$ cat src/rtl/cell_draw_ctrl.sv
// cell_draw_ctrl: loads a cell X/Y from switches, bounds-checks them, then sweeps the cell's pixels.
// Optional erase input and latched colour are enabled by defining CELL_DRAW_ERASE_EN.
module cell_draw_ctrl #(
  parameter int COORD_W   = 8,
  parameter int CELL_LOG2 = 2,
  parameter int GRID_W    = 40,
  parameter int GRID_H    = 30
) (
  input  logic                         clock,
  input  logic                         reset,
  input  logic                         set,
  input  logic                         go,
`ifdef CELL_DRAW_ERASE_EN
  input  logic                         erase,
`endif
  input  logic [COORD_W-1:0]           coord_in,
  output logic [COORD_W+CELL_LOG2-1:0] pix_x,
  output logic [COORD_W+CELL_LOG2-1:0] pix_y,
  output logic                         write_en,
  output logic                         colour,
  output logic                         busy,
  output logic                         done,
  output logic                         err,
  output logic [2:0]                   state
);

  // CELL_LOG2=0 still needs a one-bit counter; it simply never leaves 0.
  localparam int CNT_W = (CELL_LOG2 > 0) ? 2 * CELL_LOG2 : 1;
  localparam logic [CNT_W-1:0]   CNT_ONE  = CNT_W'(1);
  localparam logic [CNT_W-1:0]   CNT_LAST = (CELL_LOG2 > 0) ? {CNT_W{1'b1}} : {CNT_W{1'b0}};
  localparam logic [COORD_W:0]   GRID_W_L = (COORD_W + 1)'(GRID_W);
  localparam logic [COORD_W:0]   GRID_H_L = (COORD_W + 1)'(GRID_H);

  typedef enum logic [2:0] {
    S_IDLE        = 3'd0,
    S_LOAD_X      = 3'd1,
    S_LOAD_X_WAIT = 3'd2,
    S_LOAD_Y      = 3'd3,
    S_ARMED       = 3'd4,
    S_DRAW        = 3'd5,
    S_DONE        = 3'd6,
    S_GO_REL      = 3'd7
  } state_t;

  state_t             state_q, state_d;
  logic [COORD_W-1:0] x_q, x_d;
  logic [COORD_W-1:0] y_q, y_d;
  logic [CNT_W-1:0]   cnt_q, cnt_d;
  logic               err_q, err_d;
  logic               x_ok_s, y_ok_s;

  // Unsigned compare with one extra bit so a grid of exactly 2^COORD_W cells is legal.
  assign x_ok_s = ({1'b0, coord_in} < GRID_W_L);
  assign y_ok_s = ({1'b0, coord_in} < GRID_H_L);

`ifdef CELL_DRAW_ERASE_EN
  logic erase_q, erase_d;
`endif

  // Register bank with synchronous active-low reset.
  always_ff @(posedge clock) begin
    if (!reset) begin
      state_q <= S_IDLE;
      x_q     <= {COORD_W{1'b0}};
      y_q     <= {COORD_W{1'b0}};
      cnt_q   <= {CNT_W{1'b0}};
      err_q   <= 1'b0;
`ifdef CELL_DRAW_ERASE_EN
      erase_q <= 1'b0;
`endif
    end else begin
      state_q <= state_d;
      x_q     <= x_d;
      y_q     <= y_d;
      cnt_q   <= cnt_d;
      err_q   <= err_d;
`ifdef CELL_DRAW_ERASE_EN
      erase_q <= erase_d;
`endif
    end
  end

  // Next-state, coordinate capture and pixel counter.
  always_comb begin
    state_d = state_q;
    x_d     = x_q;
    y_d     = y_q;
    cnt_d   = cnt_q;
    err_d   = err_q;
`ifdef CELL_DRAW_ERASE_EN
    erase_d = erase_q;
`endif
    case (state_q)
      S_IDLE: begin
        if (set) state_d = S_LOAD_X;
        else     state_d = S_IDLE;
      end
      S_LOAD_X: begin
        if (set) begin
          state_d = S_LOAD_X;
        end else if (x_ok_s) begin
          x_d     = coord_in;
          err_d   = 1'b0;
          state_d = S_LOAD_X_WAIT;
        end else begin
          err_d   = 1'b1;
          state_d = S_IDLE;
        end
      end
      S_LOAD_X_WAIT: begin
        if (set) state_d = S_LOAD_Y;
        else     state_d = S_LOAD_X_WAIT;
      end
      S_LOAD_Y: begin
        if (set) begin
          state_d = S_LOAD_Y;
        end else if (y_ok_s) begin
          y_d     = coord_in;
          err_d   = 1'b0;
          state_d = S_ARMED;
        end else begin
          err_d   = 1'b1;
          state_d = S_LOAD_X_WAIT;
        end
      end
      S_ARMED: begin
        // go has priority over set so a simultaneous press draws.
        if (go) begin
          state_d = S_DRAW;
          cnt_d   = {CNT_W{1'b0}};
`ifdef CELL_DRAW_ERASE_EN
          erase_d = erase;
`endif
        end else if (set) begin
          state_d = S_LOAD_X;
        end else begin
          state_d = S_ARMED;
        end
      end
      S_DRAW: begin
        if (cnt_q == CNT_LAST) begin
          cnt_d   = {CNT_W{1'b0}};
          state_d = S_DONE;
        end else begin
          cnt_d   = cnt_q + CNT_ONE;
          state_d = S_DRAW;
        end
      end
      S_DONE: begin
        state_d = S_GO_REL;
      end
      S_GO_REL: begin
        if (go) state_d = S_GO_REL;
        else    state_d = S_ARMED;
      end
      default: begin
        state_d = S_IDLE;
      end
    endcase
  end

  generate
    if (CELL_LOG2 > 0) begin : g_sub
      assign pix_x = {x_q, cnt_q[CELL_LOG2-1:0]};
      assign pix_y = {y_q, cnt_q[2*CELL_LOG2-1:CELL_LOG2]};
    end else begin : g_nosub
      assign pix_x = x_q;
      assign pix_y = y_q;
    end
  endgenerate

  assign write_en = (state_q == S_DRAW);
  assign busy     = (state_q == S_DRAW);
  assign done     = (state_q == S_DONE);
  assign err      = err_q;
  assign state    = state_q;

`ifdef CELL_DRAW_ERASE_EN
  assign colour = ~erase_q;
`else
  assign colour = 1'b1;
`endif

endmodule
$ cat config.mk
export PLATFORM = sky130hd
export DESIGN_NAME = cell_draw_ctrl
export DESIGN_NICKNAME = d
export VERILOG_FILES = /design/src/rtl/cell_draw_ctrl.sv
export SDC_FILE = /design/constraint.sdc
export NUM_CORES = 1
export LEC_CHECK = 0
export BUFFER_PORTS_ARGS = -buffer_cell sky130_fd_sc_hd__buf_4
export CORE_ASPECT_RATIO = 0.5
export CORE_UTILIZATION = 35
export DETAILED_ROUTE_END_ITERATION = 6
export PLACE_DENSITY_LB_ADDON = 0.2
export SYNTH_ARGS = -nofsm -noshare
export SYNTH_HDL_FRONTEND = slang
export SYNTH_SLANG_ARGS = --single-unit
export TNS_END_PERCENT = 30
$ cat constraint.sdc
create_clock -name clock -period 3.4 [get_ports clock]
set_clock_uncertainty 0.2 [all_clocks]
set_input_delay 0.34 -clock clock [delete_from_list [all_inputs] [get_ports clock]]
set_output_delay 0.34 -clock clock [all_outputs]
set_load 0.03 [all_outputs]
Word level (Yosys, flattened, before mapping):

Cells that the tools add are included.

* add/subtract/negate cells: 1
* order comparisons: 2
* eq/ne operators: 11
* mux-type cells: 19
* bitwise gates (word level): 1
* reductions and logical operators: 7

Operators by type and width (number)
* 3-bit one-hot mux with 8 select lines: 1
* 3-bit == test (second input constant): 4
* 3-bit 2-to-1 mux: 4
* 3-bit AND reduction: 3
* 8-bit by 5-bit < comparator with 1-bit output (second input constant): 1
* 8-bit by 6-bit < comparator with 1-bit output (second input constant): 1
* 2-bit 2-to-1 mux: 4
* 4-bit 2-to-1 mux: 2
* 4-bit one-hot mux with 2 select lines: 1
* 3-bit by 2-bit == test with 1-bit output (second input constant): 2
* 1-bit 2-to-1 mux: 6
* 2-bit inequality test (second input constant): 3
* 4-bit by 1-bit adder with 4-bit output (second input constant): 1
* 4-bit == test (second input constant): 1
* 2-bit nonzero test: 2
* 3-bit by 1-bit == test with 1-bit output (second input constant): 1
* 3-bit logical NOT: 1
* 1-bit one-hot mux with 2 select lines: 1
* 2-bit AND reduction: 1
* 1-bit inverter: 1

* register bits after elaboration: 24
* bits of input ports: 12
* output and inout bits: 28
* logic and storage cells: 46

Longest topological paths before layout:

Gate-level depths: netlist of run 1.

* depth after elaboration: 4
* mapped depth: 5

Worst setup path before layout of run 1:

Ideal clock, no wire load.

* kind: reg2out
* start point: reg state_q[2], in the netlist state[2]
* end point: out done
* arrival: 1552 ps
* data required time: 2860 ps
* setup slack: 1308 ps
* stages on the path, launching flop included: 3
* path through: dfxtp_1 -> buf_2 -> nor3b_1

* longest elaborated chain between the ends: 1

RTL lines
* start, declared: RTL line 45 `state_t state_q, state_d;`
* start signal, assigned: RTL line 72 `state_q <= state_d;`
* 3-bit == test: RTL line 174 `assign done = (state_q == S_DONE);`
* end, declared: RTL line 22 `output logic done,`

Every way passes these cells.

Worst setup path in the final report of run 1:

* start point: reg state_q[2], in the netlist state[2]
* end point: out busy

* longest elaborated chain between the ends: 1

RTL lines
* 3-bit == test: RTL line 173 `assign busy = (state_q == S_DRAW);`
* end, declared: RTL line 21 `output logic busy,`

Every way passes these cells.

==> results of run 1 <==
[logic make-up (layout without fill, tap and decap cells)]
family / Yosys count / after routing / synth area share [%]
and+or+nand+nor: 43 / 43 / 24.4
buffers and inverters: 14 / 45 / 6.46
other: 1 / 1 / 0.334
muxes: 5 / 5 / 4.45
DFF: 24 / 24 / 42.8
AOI/OAI and AO/OA: 34 / 34 / 20.5
adders and majority gates: 1 / 1 / 1.11
[power by group through the flow]
stage | clock network [mW] | registers, mW | logic (mW)
4_1_cts | 0.258 | 0.285 | 0.0470
5_1_grt | 0.272 | 0.286 | 0.0514
6_report | 0.249 | 0.285 | 0.0469
2_1_floorplan | 0 | 0.294 | 0.0246
3_3_place_gp | 0 | 0.292 | 0.0464
3_5_place_dp | 0 | 0.292 | 0.0469
[synth_stat cells, drive strengths merged, types with 2 or more instances]
library cell  count  share of area (%)
o31ai             8                5.3
buf               8                4.5
a21oi            12                5.3
clkbuf            3                1.0
and3              7                3.9
nor3b             3                2.4
nor2              2               0.67
o21ai             3                1.3
dfxtp            24                 43
and3b             2                1.6
inv               3                1.0
nand2            11                3.7
nand3b            3                2.0
nand4             6                3.3
nand3             3                1.8
mux2i             5                4.5
[cell type report]
class / count / area (sq um) / area share [%]
Clock buffer: 3 / 41.3 / 2.81
Clock inverter: 1 / 30.0 / 2.04
Inverter: 3 / 11.3 / 0.767
Multi-Input combinational cell: 84 / 571 / 38.8
Sequential cell: 24 / 480 / 32.7
Tap cell: 40 / 50.0 / 3.41
Timing Repair Buffer: 38 / 285 / 19.4
[how the worst min path moves through the flow]
| stage | endpoint | slack [ns] | depth (start not counted) |
|---|---|---|---|
| 2_1_floorplan | y_q[0] | 0.28 | 2 |
| 3_3_place_gp | y_q[1] | 0.25 | 2 |
| 3_5_place_dp | y_q[4] | 0.25 | 2 |
| 4_1_cts | y_q[0] | 0.12 | 3 |
| 5_1_grt | y_q[0] | 0.12 | 3 |
| 6_report | y_q[1] | 0.13 | 3 |
[flip-flops by register name, indices dropped and copies added (netlist names)]
signal  count
x_q         8
cnt_q       4
state       3
err         1
y_q         8
[per-layer routing]
layer  vias up  global-route usage (%)  routed length [microns]
met4         0                    4.21                       13
met5         -                       0                        0
met1       489                    22.4                     1290
li1        512                       -                        -
met2        22                    25.0                     1120
met3         2                    6.09                      131
[worst max-delay path: cells and delay by family (launching register included)]
| kind | cells | cell delay [ns] |
|---|---|---|
| buffers and inverters | 1 | 0.22 |
| flip-flops | 1 | 0.59 |
| AND/OR/NAND/NOR | 1 | 0.39 |
[metrics by stage]
step	total power, mW	util (%)
2_1_floorplan	0.319	-
4_1_cts	0.591	48.5
5_1_grt	0.609	48.5
3_3_place_gp	0.338	46.1
3_5_place_dp	0.339	46.1
6_report	0.581	48.5
==> key figures, run 1 <==
Timing
  – Minimum clock period: about 2 ns
  – Fmax: 497 MHz
  – RSZ-0062 raised after global routing: false
  – Max-slew violations: 0
  – # setup viols final: 0
  – Total negative slack: 0 ns
  – Hold_ws: around 0.13 ns
  – Final WS setup: 1.39 ns
  – Final period util: 59.2%
  – Fin. Hold Viols: 0

Synthesis
  – Ys async rst share: 0%
  – YS warnings: 0
  – Most used DFF post-synth: dfxtp_1
  – Unique cell type count in the Yosys netlist: 40
  – Syn nets: roughly 140
  – Mapped Area: 1120 sq um
  – Synthesized flop and latch total: 24
  – Sequential fraction of the synthesis area: 42.8%
  – Syn Area/Cell: 9.21 sq um
  – Cells after synthesis: 122
  – EDFF count, synth: 0

Outcome
  – Status: finished, final reports clean

Placement
  – Cell Area, Placed: 1400 sq um
  – Number of port buffers: 38
  – Place WS: 1.64 ns
  – Post-detail-place hpwl: 1840 microns
  – Placed Cells: 189
  – Placer Congestion: 0.733

Detailed routing
  – Drt total wl: 2550 microns
  – Routed Antenna Nets: 0
  – DR iter-0 viols: 58
  – DR WL/cell: 13.2 microns
  – Post-route DRC violation count: 0
  – Vias per cell: roughly 5.3
  – Vias: between 1,000 and 1,500
  – 1st-pass router iterations: 4

CTS
  – Num CTS Buffers: 3
  – Post-CTS Setup Inserts: 0
  – Post-CTS Resized: 0
  – CTS tree: built
  – Cts hold-fix bufs: 0
  – H-tree depth: 1
  – Clk_lat worst skew: around 0.26 ns
  – Clock Sinks: 24
  – Clk buf depth: 2
  – Root buffer selected by CTS: clkbuf_8
  – Clock-pin slew on the worst setup and hold paths: roughly 0.09 ns

Finish
  – Post-route cell area: 1470 sq um
  – Final Net Count: 167
  – Fillers: 300
  – Share of cells above drive strength 1: 29.4%
  – Finished Layout Cells: ~190
  – # diodes: 0
  – Commonest non-fill, non-tap cells in the layout: buf_4, dfxtp_1, a21oi_1
  – Commonest non-fill, non-tap cell in the layout: buf_4
  – P&R area growth vs syn: 30.7%

Floorplan
  – Initial Utilization: 37.1%
  – Core Footprint: 3030 sq um
  – Die H: between 40 and 50 microns
  – IO Pins: 40
  – Row count: 14
  – Die ar.: 3450 sq um
  – Die X: 82.1 microns

Flow run
  – Max-cap viol count: 0

Critical path
  – RR Startpoint: state[0]
  – Critical path class: reg -> out
  – Reg2Reg Depth: 3
  – Setup slack, reg-to-reg: 1.64 ns
  – Worst setup path startpoint: state[2]
  – CP Capture Type: output port
  – Worst-path cell with the longest stage delay: dfxtp_1
  – Critical Path End: busy
  – Max stage delay on crit path: 0.59 ns
  – Crit Path Max Fanout: 15
  – Critical path startpoint category: flip-flop
  – Critical Path AT: 1.47 ns
  – FF-to-FF End: x_q[2]
  – CP cell instances: and3b_1, buf_4
  – Worst Path Required: 2.86 ns

Pwr
  – Peak VDD IR: about 0.16 mV
  – Combinational fraction of design power: 8.1%
  – Sequential power share: 49.1%
  – Internal power: 0.458 mW
  – Clk pwr share: 42.8%
  – Pwr dens: 395 nW/um^2
  – Leakage power: between 0.6 and 0.7 nW
  – Sw Share: 21.2%
  – P_sw: 0.123 mW

Global routing
  – GR Util All Layers: roughly 17%
  – Largest net degree at the start of global routing: 20
  – Gr ovfl total: 0
  – First-pass GRT wire length: 4310 microns
  – Initial antenna violation count: 0
  – Vias in the first global route: 922

Hold path
  – Hold WC Path Type: in -> reg
  – Hold path startpoint: coord_in[1]
Power figures use the tool's default switching activity.
==> inputs of run 2 (changes only) <==
==> constraint.sdc (replaced) <==
create_clock -name clock -period 1.76 [get_ports clock]
set_clock_uncertainty 0.2 [all_clocks]
set_input_delay 0.176 -clock clock [delete_from_list [all_inputs] [get_ports clock]]
set_output_delay 0.176 -clock clock [all_outputs]
set_load 0.03 [all_outputs]
==> run 2 against run 1 <==
Compared with the run above:
- combinational power grew 140%
- sequential cell count unchanged
- largest cell class unchanged
- setup slack got worse by 1.3 ns
- die area unchanged
- non-clock buffer count increased by 11
- critical path type is now reg -> reg
- sequential share of layout area fell by 2.3 points
==> key figures, run 2 (same netlist as run 1, synthesis figures left out) <==
Timing
  – Final period util: 94.1%
  – Minimum clock period: around 1.7 ns
  – Fin. Hold Viols: 0
  – Total negative slack: 0 ns
  – Fmax: 604 MHz
  – RSZ-0062 raised after global routing: false
  – # setup viols final: 0
  – Hold_ws: approximately 0.0054 ns
  – Max-slew violations: 0
  – Final WS setup: 0.105 ns

Finish
  – Post-route cell area: 1590 sq um
  – Top flop regs: x_q: 8 flops, y_q: 8 flops, cnt_q: 4 flops
  – Share of cells above drive strength 1: roughly a third
  – Final Net Count: 178
  – # diodes: 0
  – Commonest non-fill, non-tap cells in the layout: buf_4, dfxtp_1, a21oi_1
  – Fillers: 304
  – P&R area growth vs syn: 41.5%
  – Commonest non-fill, non-tap cell in the layout: buf_4

Hold path
  – WHS Endpoint: x_q[3]
  – Hold WC Path Type: in -> reg
  – Hold Path Cell Cnt: 3
  – Hold path startpoint: coord_in[3]

Placement
  – Post-detail-place hpwl: 1930 microns
  – Cell Area, Placed: 1440 sq um
  – Placer Congestion: 0.755
  – Number of port buffers: 38
  – Place WS: 0.123 ns

Critical path
  – Critical path class: reg -> reg
  – Setup slack, reg-to-reg: 0.10 ns
  – Worst Path Required: 1.70 ns
  – Critical path startpoint category: flip-flop
  – Worst-path cell with the longest stage delay: or3b_1
  – RR Startpoint: state[0]
  – CP Capture Type: flip-flop
  – FF-to-FF End: x_q[4]
  – Reg2Reg Depth: 3
  – WP buf/inv: 0
  – Max stage delay on crit path: 0.49 ns
  – CP cell instances: or3b_1, o31ai_1, a21oi_1
  – Critical Path AT: 1.60 ns
  – Delay-heaviest family, CP: simple AND/OR/NAND/NOR gates
  – Crit Path Max Fanout: 9

Flow run
  – Max-cap viol count: 0

Floorplan
  – Initial Utilization: a little under two fifths
  – Die H: 42.1 microns
  – IO Pins: 40
  – Core Footprint: slightly above 3000 sq um
  – Die ar.: 3450 sq um
  – Row count: 14
  – Die X: 82.1 microns

CTS
  – H-tree depth: 1
  – Post-CTS Setup Inserts: 0
  – Num CTS Buffers: 3
  – Clk buf depth: 2
  – Root buffer selected by CTS: clkbuf_8
  – CTS tree: built
  – Clock-pin slew on the worst setup and hold paths: about 0.09 ns
  – Clk_lat worst skew: ~0.26 ns
  – Clock Sinks: 24

Outcome
  – Status: finished, final reports clean

Global routing
  – First-pass GRT wire length: approximately 4300 microns
  – Gr ovfl total: 0
  – Initial antenna violation count: 0
  – Largest net degree at the start of global routing: 20
  – GR Util All Layers: 16.4%
  – Vias in the first global route: 910

Detailed routing
  – DR iter-0 viols: 50
  – 1st-pass router iterations: 4
  – Vias per cell: between 5 and 6
  – Vias: 1,054
  – DR WL/cell: 13.0 microns
  – Drt total wl: 2650 microns
  – Post-route DRC violation count: 0
  – Routed Antenna Nets: 0

Pwr
  – Pwr Total: 1.15 mW
  – Leakage power: roughly 0.7 nW
  – Peak VDD IR: 0.488 mV
  – Pwr dens: 721 nW/um^2
==> run 2: worst max-delay path by stage <==
stage	depth (start not counted)	from	end	slack, ns
global placement	3	state[0]	x_q[2]	0.17
finish	3	state[0]	x_q[4]	0.10
CTS	2	state[2]	write_en	0.006
detailed placement	3	state[0]	x_q[4]	0.12
global route	3	state[0]	x_q[0]	0.02
floorplan	5	state[1]	x_q[0]	0.07
==> run 2: power breakdown <==
part	internal [mW]	switching [mW]	leakage (nW)
clock network	0.304	0.181	0.0357
registers	0.546	0.00389	0.195
logic	0.0498	0.0616	0.467
==> run 2: per-stage QoR <==
step           utilization [%]  cells
6_report                  52.5    204
3_3_place_gp              47.5    194
4_1_cts                   51.9    204
2_1_floorplan                -    122
5_1_grt                   52.5    204
3_5_place_dp              47.5    194
==> run 2: repair_timing <==
item	CTS	global route
endpoints found under the setup margin	0	6
hold buffers	6	0
endpoints found under the hold margin	9	0
gates resized for setup	0	5
==> run 2: layout make-up <==
| type | instances | area (sq um) | share of cell area [%] |
|---|---|---|---|
| Clock buffer | 3 | 41.3 | 2.60 |
| Clock inverter | 1 | 30.0 | 1.89 |
| Inverter | 3 | 11.3 | 0.708 |
| Multi-Input combinational cell | 84 | 592 | 37.2 |
| Sequential cell | 24 | 483 | 30.4 |
| Tap cell | 40 | 50.0 | 3.15 |
| Timing Repair Buffer | 49 | 383 | 24.1 |
==> run 2: tightest hold or removal path, delay by kind of cell <==
family,cells,cell delay [ns]
AO/OA/AOI/OAI,1,0.05
AND/OR/NAND/NOR,1,0.07
buffers and inverters,1,0.13
==> run 2: layer usage <==
| layer | vias to the layer above | track usage (%) | routed length, microns |
|---|---|---|---|
| met5 | - | 0 | 0 |
| met4 | 0 | 4.21 | 44 |
| met3 | 4 | 4.78 | 138 |
| met2 | 33 | 24.1 | 1110 |
| met1 | 482 | 23.2 | 1350 |
| li1 | 535 | - | - |
